==> src/rtl/mc_control_fsm.sv <==
// ============================================================================
// Module  : mc_control_fsm
// Brief   : Multi-cycle MIPS main control unit. This is a Moore FSM with
//           registered control outputs, illegal-opcode detection and a
//           retired-instruction counter.
// Revision: 1.0 - initial release
// ============================================================================
`default_nettype none

module mc_control_fsm #(
    parameter int CNT_W = 32
) (
    input  logic             clk,
    input  logic             rst_n,
    input  logic [5:0]       Op,
    output logic             PCWrite,
    output logic             PCWriteCond,
    output logic             IorD,
    output logic             MemRead,
    output logic             MemWrite,
    output logic             MemtoReg,
    output logic             IRWrite,
    output logic             RegDst,
    output logic             RegWrite,
    output logic             ALUSrcA,
    output logic [1:0]       ALUSrcB,
    output logic [1:0]       ALUOp,
    output logic [1:0]       PCSource,
    output logic [3:0]       State,
    output logic             IllegalOp,
    output logic             InstrDone,
    output logic [CNT_W-1:0] RetiredCnt
);

    typedef enum logic [3:0] {
        FETCH  = 4'd0,
        DECODE = 4'd1,
        MEMADR = 4'd2,
        MEMRD  = 4'd3,
        MEMWB  = 4'd4,
        MEMWR  = 4'd5,
        EXEC   = 4'd6,
        RWB    = 4'd7,
        BRANCH = 4'd8,
        JUMP   = 4'd9,
        ADDIEX = 4'd10,
        ADDIWB = 4'd11,
        INIT   = 4'd12
    } state_t;

    localparam logic [5:0] OP_RTYPE = 6'b000000;
    localparam logic [5:0] OP_J     = 6'b000010;
    localparam logic [5:0] OP_BEQ   = 6'b000100;
    localparam logic [5:0] OP_ADDI  = 6'b001000;
    localparam logic [5:0] OP_LW    = 6'b100011;
    localparam logic [5:0] OP_SW    = 6'b101011;

    localparam logic [CNT_W-1:0] CNT_ONE = {{(CNT_W-1){1'b0}}, 1'b1};

    typedef struct packed {
        logic       pc_write;
        logic       pc_write_cond;
        logic       iord;
        logic       mem_read;
        logic       mem_write;
        logic       mem_to_reg;
        logic       ir_write;
        logic       reg_dst;
        logic       reg_write;
        logic       alu_src_a;
        logic [1:0] alu_src_b;
        logic [1:0] alu_op;
        logic [1:0] pc_source;
        logic       instr_done;
    } ctrl_t;

    state_t state;
    state_t next_state;
    logic   illegal_next;
    ctrl_t  ctrl;

    // Control word for a given state. Every field that a state does not name stays 0.
    function automatic ctrl_t ctrl_for(input state_t s);
        ctrl_t c;
        c = '0;
        case (s)
            FETCH: begin
                c.mem_read  = 1'b1;
                c.ir_write  = 1'b1;
                c.pc_write  = 1'b1;
                c.alu_src_b = 2'b01;
            end
            DECODE: begin
                c.alu_src_b = 2'b11;
            end
            MEMADR: begin
                c.alu_src_a = 1'b1;
                c.alu_src_b = 2'b10;
            end
            MEMRD: begin
                c.mem_read = 1'b1;
                c.iord     = 1'b1;
            end
            MEMWB: begin
                c.reg_write  = 1'b1;
                c.mem_to_reg = 1'b1;
                c.instr_done = 1'b1;
            end
            MEMWR: begin
                c.mem_write  = 1'b1;
                c.iord       = 1'b1;
                c.instr_done = 1'b1;
            end
            EXEC: begin
                c.alu_src_a = 1'b1;
                c.alu_op    = 2'b10;
            end
            RWB: begin
                c.reg_write  = 1'b1;
                c.reg_dst    = 1'b1;
                c.instr_done = 1'b1;
            end
            BRANCH: begin
                c.alu_src_a     = 1'b1;
                c.alu_op        = 2'b01;
                c.pc_write_cond = 1'b1;
                c.pc_source     = 2'b01;
                c.instr_done    = 1'b1;
            end
            JUMP: begin
                c.pc_write   = 1'b1;
                c.pc_source  = 2'b10;
                c.instr_done = 1'b1;
            end
            ADDIEX: begin
                c.alu_src_a = 1'b1;
                c.alu_src_b = 2'b10;
            end
            ADDIWB: begin
                c.reg_write  = 1'b1;
                c.instr_done = 1'b1;
            end
            default: c = '0;
        endcase
        return c;
    endfunction

    always_comb begin
        next_state   = FETCH;
        illegal_next = 1'b0;
        case (state)
            INIT:   next_state = FETCH;
            FETCH:  next_state = DECODE;
            DECODE: begin
                case (Op)
                    OP_LW, OP_SW: next_state = MEMADR;
                    OP_RTYPE:     next_state = EXEC;
                    OP_BEQ:       next_state = BRANCH;
                    OP_J:         next_state = JUMP;
                    OP_ADDI:      next_state = ADDIEX;
                    default: begin
                        next_state   = FETCH;
                        illegal_next = 1'b1;
                    end
                endcase
            end
            MEMADR: next_state = (Op == OP_LW) ? MEMRD : MEMWR;
            MEMRD:  next_state = MEMWB;
            EXEC:   next_state = RWB;
            ADDIEX: next_state = ADDIWB;
            default: next_state = FETCH;
        endcase
    end

    // Outputs are registered from the next state, so they always describe the current state.
    always_ff @(posedge clk or negedge rst_n) begin
        if (!rst_n) begin
            state      <= INIT;
            ctrl       <= '0;
            IllegalOp  <= 1'b0;
            RetiredCnt <= '0;
        end else begin
            state     <= next_state;
            ctrl      <= ctrl_for(next_state);
            IllegalOp <= illegal_next;
            if (ctrl.instr_done) begin
                RetiredCnt <= RetiredCnt + CNT_ONE;
            end
        end
    end

    assign PCWrite     = ctrl.pc_write;
    assign PCWriteCond = ctrl.pc_write_cond;
    assign IorD        = ctrl.iord;
    assign MemRead     = ctrl.mem_read;
    assign MemWrite    = ctrl.mem_write;
    assign MemtoReg    = ctrl.mem_to_reg;
    assign IRWrite     = ctrl.ir_write;
    assign RegDst      = ctrl.reg_dst;
    assign RegWrite    = ctrl.reg_write;
    assign ALUSrcA     = ctrl.alu_src_a;
    assign ALUSrcB     = ctrl.alu_src_b;
    assign ALUOp       = ctrl.alu_op;
    assign PCSource    = ctrl.pc_source;
    assign InstrDone   = ctrl.instr_done;
    assign State       = state;

endmodule

`default_nettype wire

==> config.mk <==
export PLATFORM = sky130hd
export DESIGN_NAME = mc_control_fsm
export DESIGN_NICKNAME = d
export VERILOG_FILES = /design/src/rtl/mc_control_fsm.sv
export SDC_FILE = /design/constraint.sdc
export NUM_CORES = 1
export LEC_CHECK = 0
export CAP_MARGIN = 25
export CORE_MARGIN = 2
export CORE_UTILIZATION = 50
export CTS_CLUSTER_DIAMETER = 150
export DETAILED_ROUTE_END_ITERATION = 10
export GPL_ROUTABILITY_DRIVEN = 1
export PLACE_DENSITY = 0.83
export SLEW_MARGIN = 15
export SYNTH_ARGS = -nofsm -noshare
export SYNTH_HDL_FRONTEND = slang
export SYNTH_SLANG_ARGS = --single-unit
==> constraint.sdc <==
create_clock -name clk -period 3.5 [get_ports clk]
set_input_delay 1.05 -clock clk [delete_from_list [all_inputs] [get_ports clk]]
set_output_delay 1.05 -clock clk [all_outputs]
set_load 0.02 [all_outputs]
==> summary.md, run 1 <==
| Metric | Value |
|---|---|
| Least-Margin Pin Slew | 488.4 ps |
| Setup TNS | 0 ps |
| Pins Over Slew Limit | 0 |
| Initial DRT Pass Iterations | 4 |
| Grt ovf | 0 |
| Number of distinct library cells after synthesis | 40 |
| Cts hold-fix bufs | 0 |
| Post-layout min period | 3015 ps |
| Max-cap violations | 0 |
| Post-synth ARST share | 1.000 |
| Clock sink count | 52 |
| Port Buffers | 61 |
| Initial DRC count | 90 |
| Post-route DRC | 0 |
| Setup-failing EPs final | 0 |
| Worst-path clk slew | 80 ps |
| Finished Layout Cells | 322 |
| Diodes inserted | 0 |
| Mapped Avg Cell Area | 11.21 um^2 |
| Largest net degree at the start of global routing | 22 |
| Worst VDD drop | 0.2460 mV |
| Crit path kind | primary input to flop |
| Final hold vios | 0 |
| Die area | 0.005084 mm^2 |
| H-tree levels | 2 |
| Drt via density | 5.453 |
| Hold Path Depth | 1 |
| Layout area overhead | 33.87% |
| Yosys top cell area share | 0.5525 |
| Required @ worst endpoint | 3690 ps |
| Final period util | 0.8613 |
| Die Y | 71.30 um |
| Synthesis Warnings | 0 |
| Dpl cells | 314 |
| Routed wire per std cell | 14.76 um |
| DIE WIDTH | 71.30 um |
| Num rows | 24 |
| Crit path capture type | flop |
| Syn nets | 211 |
| CTS buffer count | 5 |
| Initial Util | 0.5201 |
| Root buffer cell | clkbuf_8 |
| Synth Register Bits | 52 |
| Status | completed |
| Area post-placement | 0.002942 mm^2 |
| Post-synth EDFFs | 0 |
| Yosys top cell by area | dfrtp_1 |
| Number of routed nets with antenna violations | 0 |
| Fraction of layout cells with a size suffix above 1 | 0.07778 |
| Worst reg2reg path depth | 5 |
| Antenna violations before repair | 0 |
| IO Pins | 62 |
| Post-synthesis cell count | 202 |
| Hold crit path type | flop to flop |
| Crit Path Max Fanout | 6 |
| Seq/Total Area, Yosys | 0.5757 |
| Synth top cells by count | dfrtp_1 (50), xnor2_1 (23), nand2_1 (17) |
| Dominant cell by count in the synthesized netlist | dfrtp_1 |
| RSZ-0062 raised after global routing | false |
| CORE AREA | 0.004354 mm^2 |
| Post-cts repair resize count | 0 |
| Post-Syn Area | 0.002265 mm^2 |
| Total wire length | 4753 um |
| Worst-skew pair later-pin latency | 300 ps |
| Final instance area | 0.003032 mm^2 |
| Fmax | 331.7 MHz |
| Critical path startpoint category | primary input |
| Routed vias | 1756 |
| CTS tree | yes |
| CP Data Arrival Time | 3200 ps |
| Fin Clk Skew | 3.506 ps |
| Routability cong. | 0.9190 |
| Max-slew headroom | 0.6732 |
| First-pass GRT wire length | 7383 um |
| Pleak | 1.319 nW |
| Pwr Density | 475.4 mW/mm^2 |
| Vias in the first global route | 1606 |
| Final #Nets | 278 |
| Post-CTS setup buffer count | 0 |
| GRT Resource Usage Total | 0.1844 |
| Synth area leaders | dfrtp_1 (55%), xnor2_1 (8.9%), xor2_1 (3.9%) |
| Hpwl dp | 3562 um |
| Clock buffer depth | 2 |
| Top FF cell, synth | dfrtp_1 |
where the power goes:
part           switching [mW]  internal [mW]  leakage (nW)  total [mW]
sequential             0.0711          0.665         0.695       0.736
clock                   0.181          0.162        0.0455       0.343
combinational           0.191          0.172         0.578       0.362
total                   0.443          0.998          1.32        1.44
cell families after synthesis:
| kind of cell | count (synthesis) | share of synthesized area |
|---|---|---|
| xor gates and xnor gates | 33 | 0.1276 |
| buffers and inverters | 10 | 0.02044 |
| adders and majority gates | 1 | 0.005524 |
| and+or+nand+nor | 87 | 0.2077 |
| AOI/OAI and AO/OA | 18 | 0.05801 |
| DFF | 52 | 0.5757 |
| muxes | 1 | 0.004972 |
state kept, by name (all words and copies together) (netlist names):
| signal | cells |
|---|---|
| MemtoReg | 1 |
| MemRead | 1 |
| MemWrite | 1 |
| ALUOp | 1 |
| RegWrite | 1 |
| PCSource | 1 |
| RetiredCnt | 32 |
| State | 4 |
| PCWriteCond | 1 |
| ALUSrcA | 1 |
| PCWrite | 1 |
| IorD | 1 |
| IllegalOp | 1 |
| ALUSrcB | 2 |
| InstrDone | 1 |
| IRWrite | 1 |
| RegDst | 1 |
cell type report:
type                       instances  area (um^2)
clock buffer                       8        90.09
fill                             325         1323
inverter                           4        15.01
multi-input combinational        140        914.6
sequential                        52         1304
tap                               52        65.06
timing repair buffer              66        643.1
per-stage QoR:
| step | hold slack (ps) | setup slack (ps) | utilization | power (mW) |
|---|---|---|---|---|
| 6_report | 482.0 | 485.3 | 0.6963 | 1.441 |
| 5_1_grt | 506.4 | 379.4 | 0.6963 | 1.510 |
| 4_1_cts | 485.7 | 497.3 | 0.6963 | 1.454 |
| 3_5_place_dp | 474.3 | 169.2 | 0.6756 | 1.112 |
| 3_3_place_gp | 460.7 | 200.0 | 0.6756 | 1.107 |
| 2_1_floorplan | 553.1 | 764.5 | - | 0.9206 |
critical path, cell delays in order:
cell and delay [ps]:
clkdlybuf4s50_1 510, or4_4 570, or3b_4 400, a211o_1 280, and3_4 180, or2_1 210
layer usage:
layer,global-route usage,vias to the layer above,part of all wire
met1,0.2197,856,0.44
li1,-,847,-
met5,0,-,0
met3,0.04219,5,0.049
met4,0.05031,0,0.0078
met2,0.3344,48,0.51
final timing paths:
| check | startpoint | endpoint | slack (ps) |
|---|---|---|---|
| max reg2reg | RetiredCnt[8]$_DFFE_PN0P_ | RetiredCnt[26]$_DFFE_PN0P_ | 1430 |
| min | RetiredCnt[31]$_DFFE_PN0P_ | RetiredCnt[31]$_DFFE_PN0P_ | 480 |
| min in group asynchronous | rst_n | RetiredCnt[10]$_DFFE_PN0P_ | 690 |
| max | Op[2] | ALUSrcA$_DFF_PN0_ | 490 |
| min reg2reg | RetiredCnt[31]$_DFFE_PN0P_ | RetiredCnt[31]$_DFFE_PN0P_ | 480 |
| max in group asynchronous | rst_n | State[3]$_DFF_PN1_ | 2130 |
cell usage in the layout, fill, tap and decap left out, types with 2 or more instances in the layout:
master,netlist,final
and3_1,8,8
xnor2_1,23,23
dfrtp_1,50,50
a21oi_1,2,2
clkdlybuf4s50_1,0,60
xor2_1,10,10
o31ai_1,2,2
nand2_1,17,17
nand4_1,8,8
nor2_1,16,16
o32ai_1,2,2
nor4_1,3,3
buf_4,2,5
clkbuf_1,3,2
nor3_1,6,6
inv_1,4,4
clkbuf_8,0,6
and4_1,4,4
dfstp_2,2,2
nand3_1,13,13
o21ai_0,5,5
or2_2,2,2
(Power assumes the default switching activity.)
==> run 2: changes to the inputs <==
CORE_UTILIZATION = 51   (was 50)
PLACE_DENSITY = 0.84   (was 0.83)
==> summary.md, run 2 (synthesis gave the netlist of run 1 again) <==
| Metric | Value |
|---|---|
| Status | completed |
| Post-CTS setup buffer count | 0 (unchanged) |
| Drt via density | 5.519 (+1.2%) |
| Max-cap violations | 0 (unchanged) |
| Cts hold-fix bufs | 0 (unchanged) |
| Commonest non-fill, non-tap cell in the layout | clkdlybuf4s50_1 |
| Largest reg by FF count | RetiredCnt |
| Worst-skew pair later-pin latency | 310 ps (about the same) |
| Routed vias | 1777 (+1.2%) |
| Setup TNS | 0 ps (unchanged) |
| Max-slew headroom | 0.6397 (-0.03355) |
| Slowest CP cell | or4_4 |
| Met2 Wirelength | 2412 um (-0.12%) |
| Pins Over Slew Limit | 0 (unchanged) |
| RSZ-0062 raised after global routing | false |
| Final period util | 0.8625 (+0.001170) |
| Final hold vios | 0 (unchanged) |
| Crit path kind | primary input to flop |
| Worst-path clk slew | 90 ps (about the same) |
| Commonest cells after routing, fill and taps aside | clkdlybuf4s50_1 (60), dfrtp_1 (50), xnor2_1 (23), nand2_1 (17), nor2_1 (16) |
| Root buffer cell | clkbuf_8 |
| Diodes inserted | 0 (unchanged) |
| Buf/Inv on CP | 1 (unchanged) |
| First-pass GRT wire length | 7976 um (+8.0%) |
| Metal-1 WL | 1848 um (-11%) |
| H-tree levels | 2 (unchanged) |
| Core Util, Final | 0.7034 (+0.007150) |
| Grt ovf | 0 (unchanged) |
| Worst path max stage delay | 570 ps (about the same) |
| GRT Resource Usage Total | 0.2034 (+0.01899) |
| Clock buffer depth | 2 (unchanged) |
| Top Family by Delay on Critical Path | simple AND/OR/NAND/NOR gates |
| Hold crit path type | flop to flop |
| Post-layout min period | 3019 ps (+4.095 ps) |
| Setup-failing EPs final | 0 (unchanged) |
| Final #Nets | 278 (unchanged) |
| Initial DRC count | 123 (+37%) |
| Die area | 0.004989 mm^2 (-1.9%) |
| Routed wire per std cell | 14.31 um (-3.0%) |
| Crit path capture type | flop |
| Hpwl dp | 3435 um (-3.6%) |
| Num rows | 24 (unchanged) |
| Uppermost routed layer | met4 |
| Fmax | 331.3 MHz (-0.14%) |
| Total power | 1.467 mW (+1.8%) |
| Post-cts repair resize count | 0 (unchanged) |
| Post-route DRC | 0 (unchanged) |
| CP Data Arrival Time | 3210 ps (about the same) |
| Vias in the first global route | 1742 (+8.5%) |
| Initial Util | 0.5237 (+0.003612) |
| Routability cong. | 0.9027 (-1.8%) |
| Clock sink count | 52 (unchanged) |
| WL met3 | 244 um (+5.6%) |
| Crit Path Max Fanout | 6 (unchanged) |
| Fin Clk Skew | 9.351 ps (+5.845 ps) |
| Crit path cell chain | clkdlybuf4s50_1, or4_4, or3b_4, a211o_1, and3_4, or2_1 |
| Pwr Density | 482.2 mW/mm^2 (+1.4%) |
| Required @ worst endpoint | 3690 ps (about the same) |
| Critical path startpoint category | primary input |
| Port Buffers | 61 (unchanged) |
| Max FFs per register | 32 (unchanged) |
| CTS buffer count | 5 (unchanged) |
| Total wire length | 4609 um (-3.0%) |
| Worst VDD drop | 0.3227 mV (+31%) |
| Die Y | 70.64 um (-0.93%) |
| DIE WIDTH | 70.64 um (-0.93%) |
| Layout area overhead | 34.31% |
| Fraction of layout cells with a size suffix above 1 | 0.08148 (+0.003704) |
| Initial DRT Pass Iterations | 4 (unchanged) |
| Pleak | 1.325 nW (+0.46%) |
| IO Pins | 62 (unchanged) |
| CORE AREA | 0.004324 mm^2 (-0.69%) |
| Number of routed nets with antenna violations | 0 (unchanged) |
| Antenna violations before repair | 0 (unchanged) |
| Least-Margin Pin Slew | 540.5 ps (+52.13 ps) |
| CTS tree | yes |
| Largest net degree at the start of global routing | 26 (+18%) |
## run 2: cell counts in the layout (fill, tap and decap cells not counted)
Identical to the previous run, type by type.
## run 2: area by class of cell
class | count | area, um^2
Sequential cell | 52 | 1304
Fill cell | 330 | 1282
Multi-Input combinational cell | 140 | 914.6
Timing Repair Buffer | 66 | 643.1
Clock buffer | 8 | 100.1
Tap cell | 52 | 65.06
Inverter | 4 | 15.01
## run 2: through the flow
step,instances,instance area [um^2],setup slack (ps),hold WS (ps)
floorplan,202,2265,764.5,553.1
global placement,314,2942,204.2,460.9
finish,322,3042,481.2,482.8
detailed placement,314,2942,163.8,483.8
global route,322,3042,307.5,505.8
CTS,322,3042,492.8,496.4
## run 2: metal layers
layer	global-route usage	vias up
li1	-	845
met1	0.2548	858
met2	0.3417	62
met3	0.03276	12
met4	0.1069	0
met5	0	-
## run 2: final timing paths
check	start	end	slack, ps	cells after the start
min in group asynchronous	rst_n	RetiredCnt[11]$_DFFE_PN0P_	710	1
hold / removal	RetiredCnt[31]$_DFFE_PN0P_	RetiredCnt[31]$_DFFE_PN0P_	480	1
hold reg to reg	RetiredCnt[31]$_DFFE_PN0P_	RetiredCnt[31]$_DFFE_PN0P_	480	1
setup reg to reg	RetiredCnt[8]$_DFFE_PN0P_	RetiredCnt[26]$_DFFE_PN0P_	1440	5
max in group asynchronous	rst_n	RetiredCnt[20]$_DFFE_PN0P_	2150	2
setup / recovery	Op[2]	ALUSrcA$_DFF_PN0_	480	6
## run 2: where the power goes
part / internal (mW) / switching (mW)
combinational: 0.172 / 0.193
sequential: 0.664 / 0.0707
clock: 0.181 / 0.186
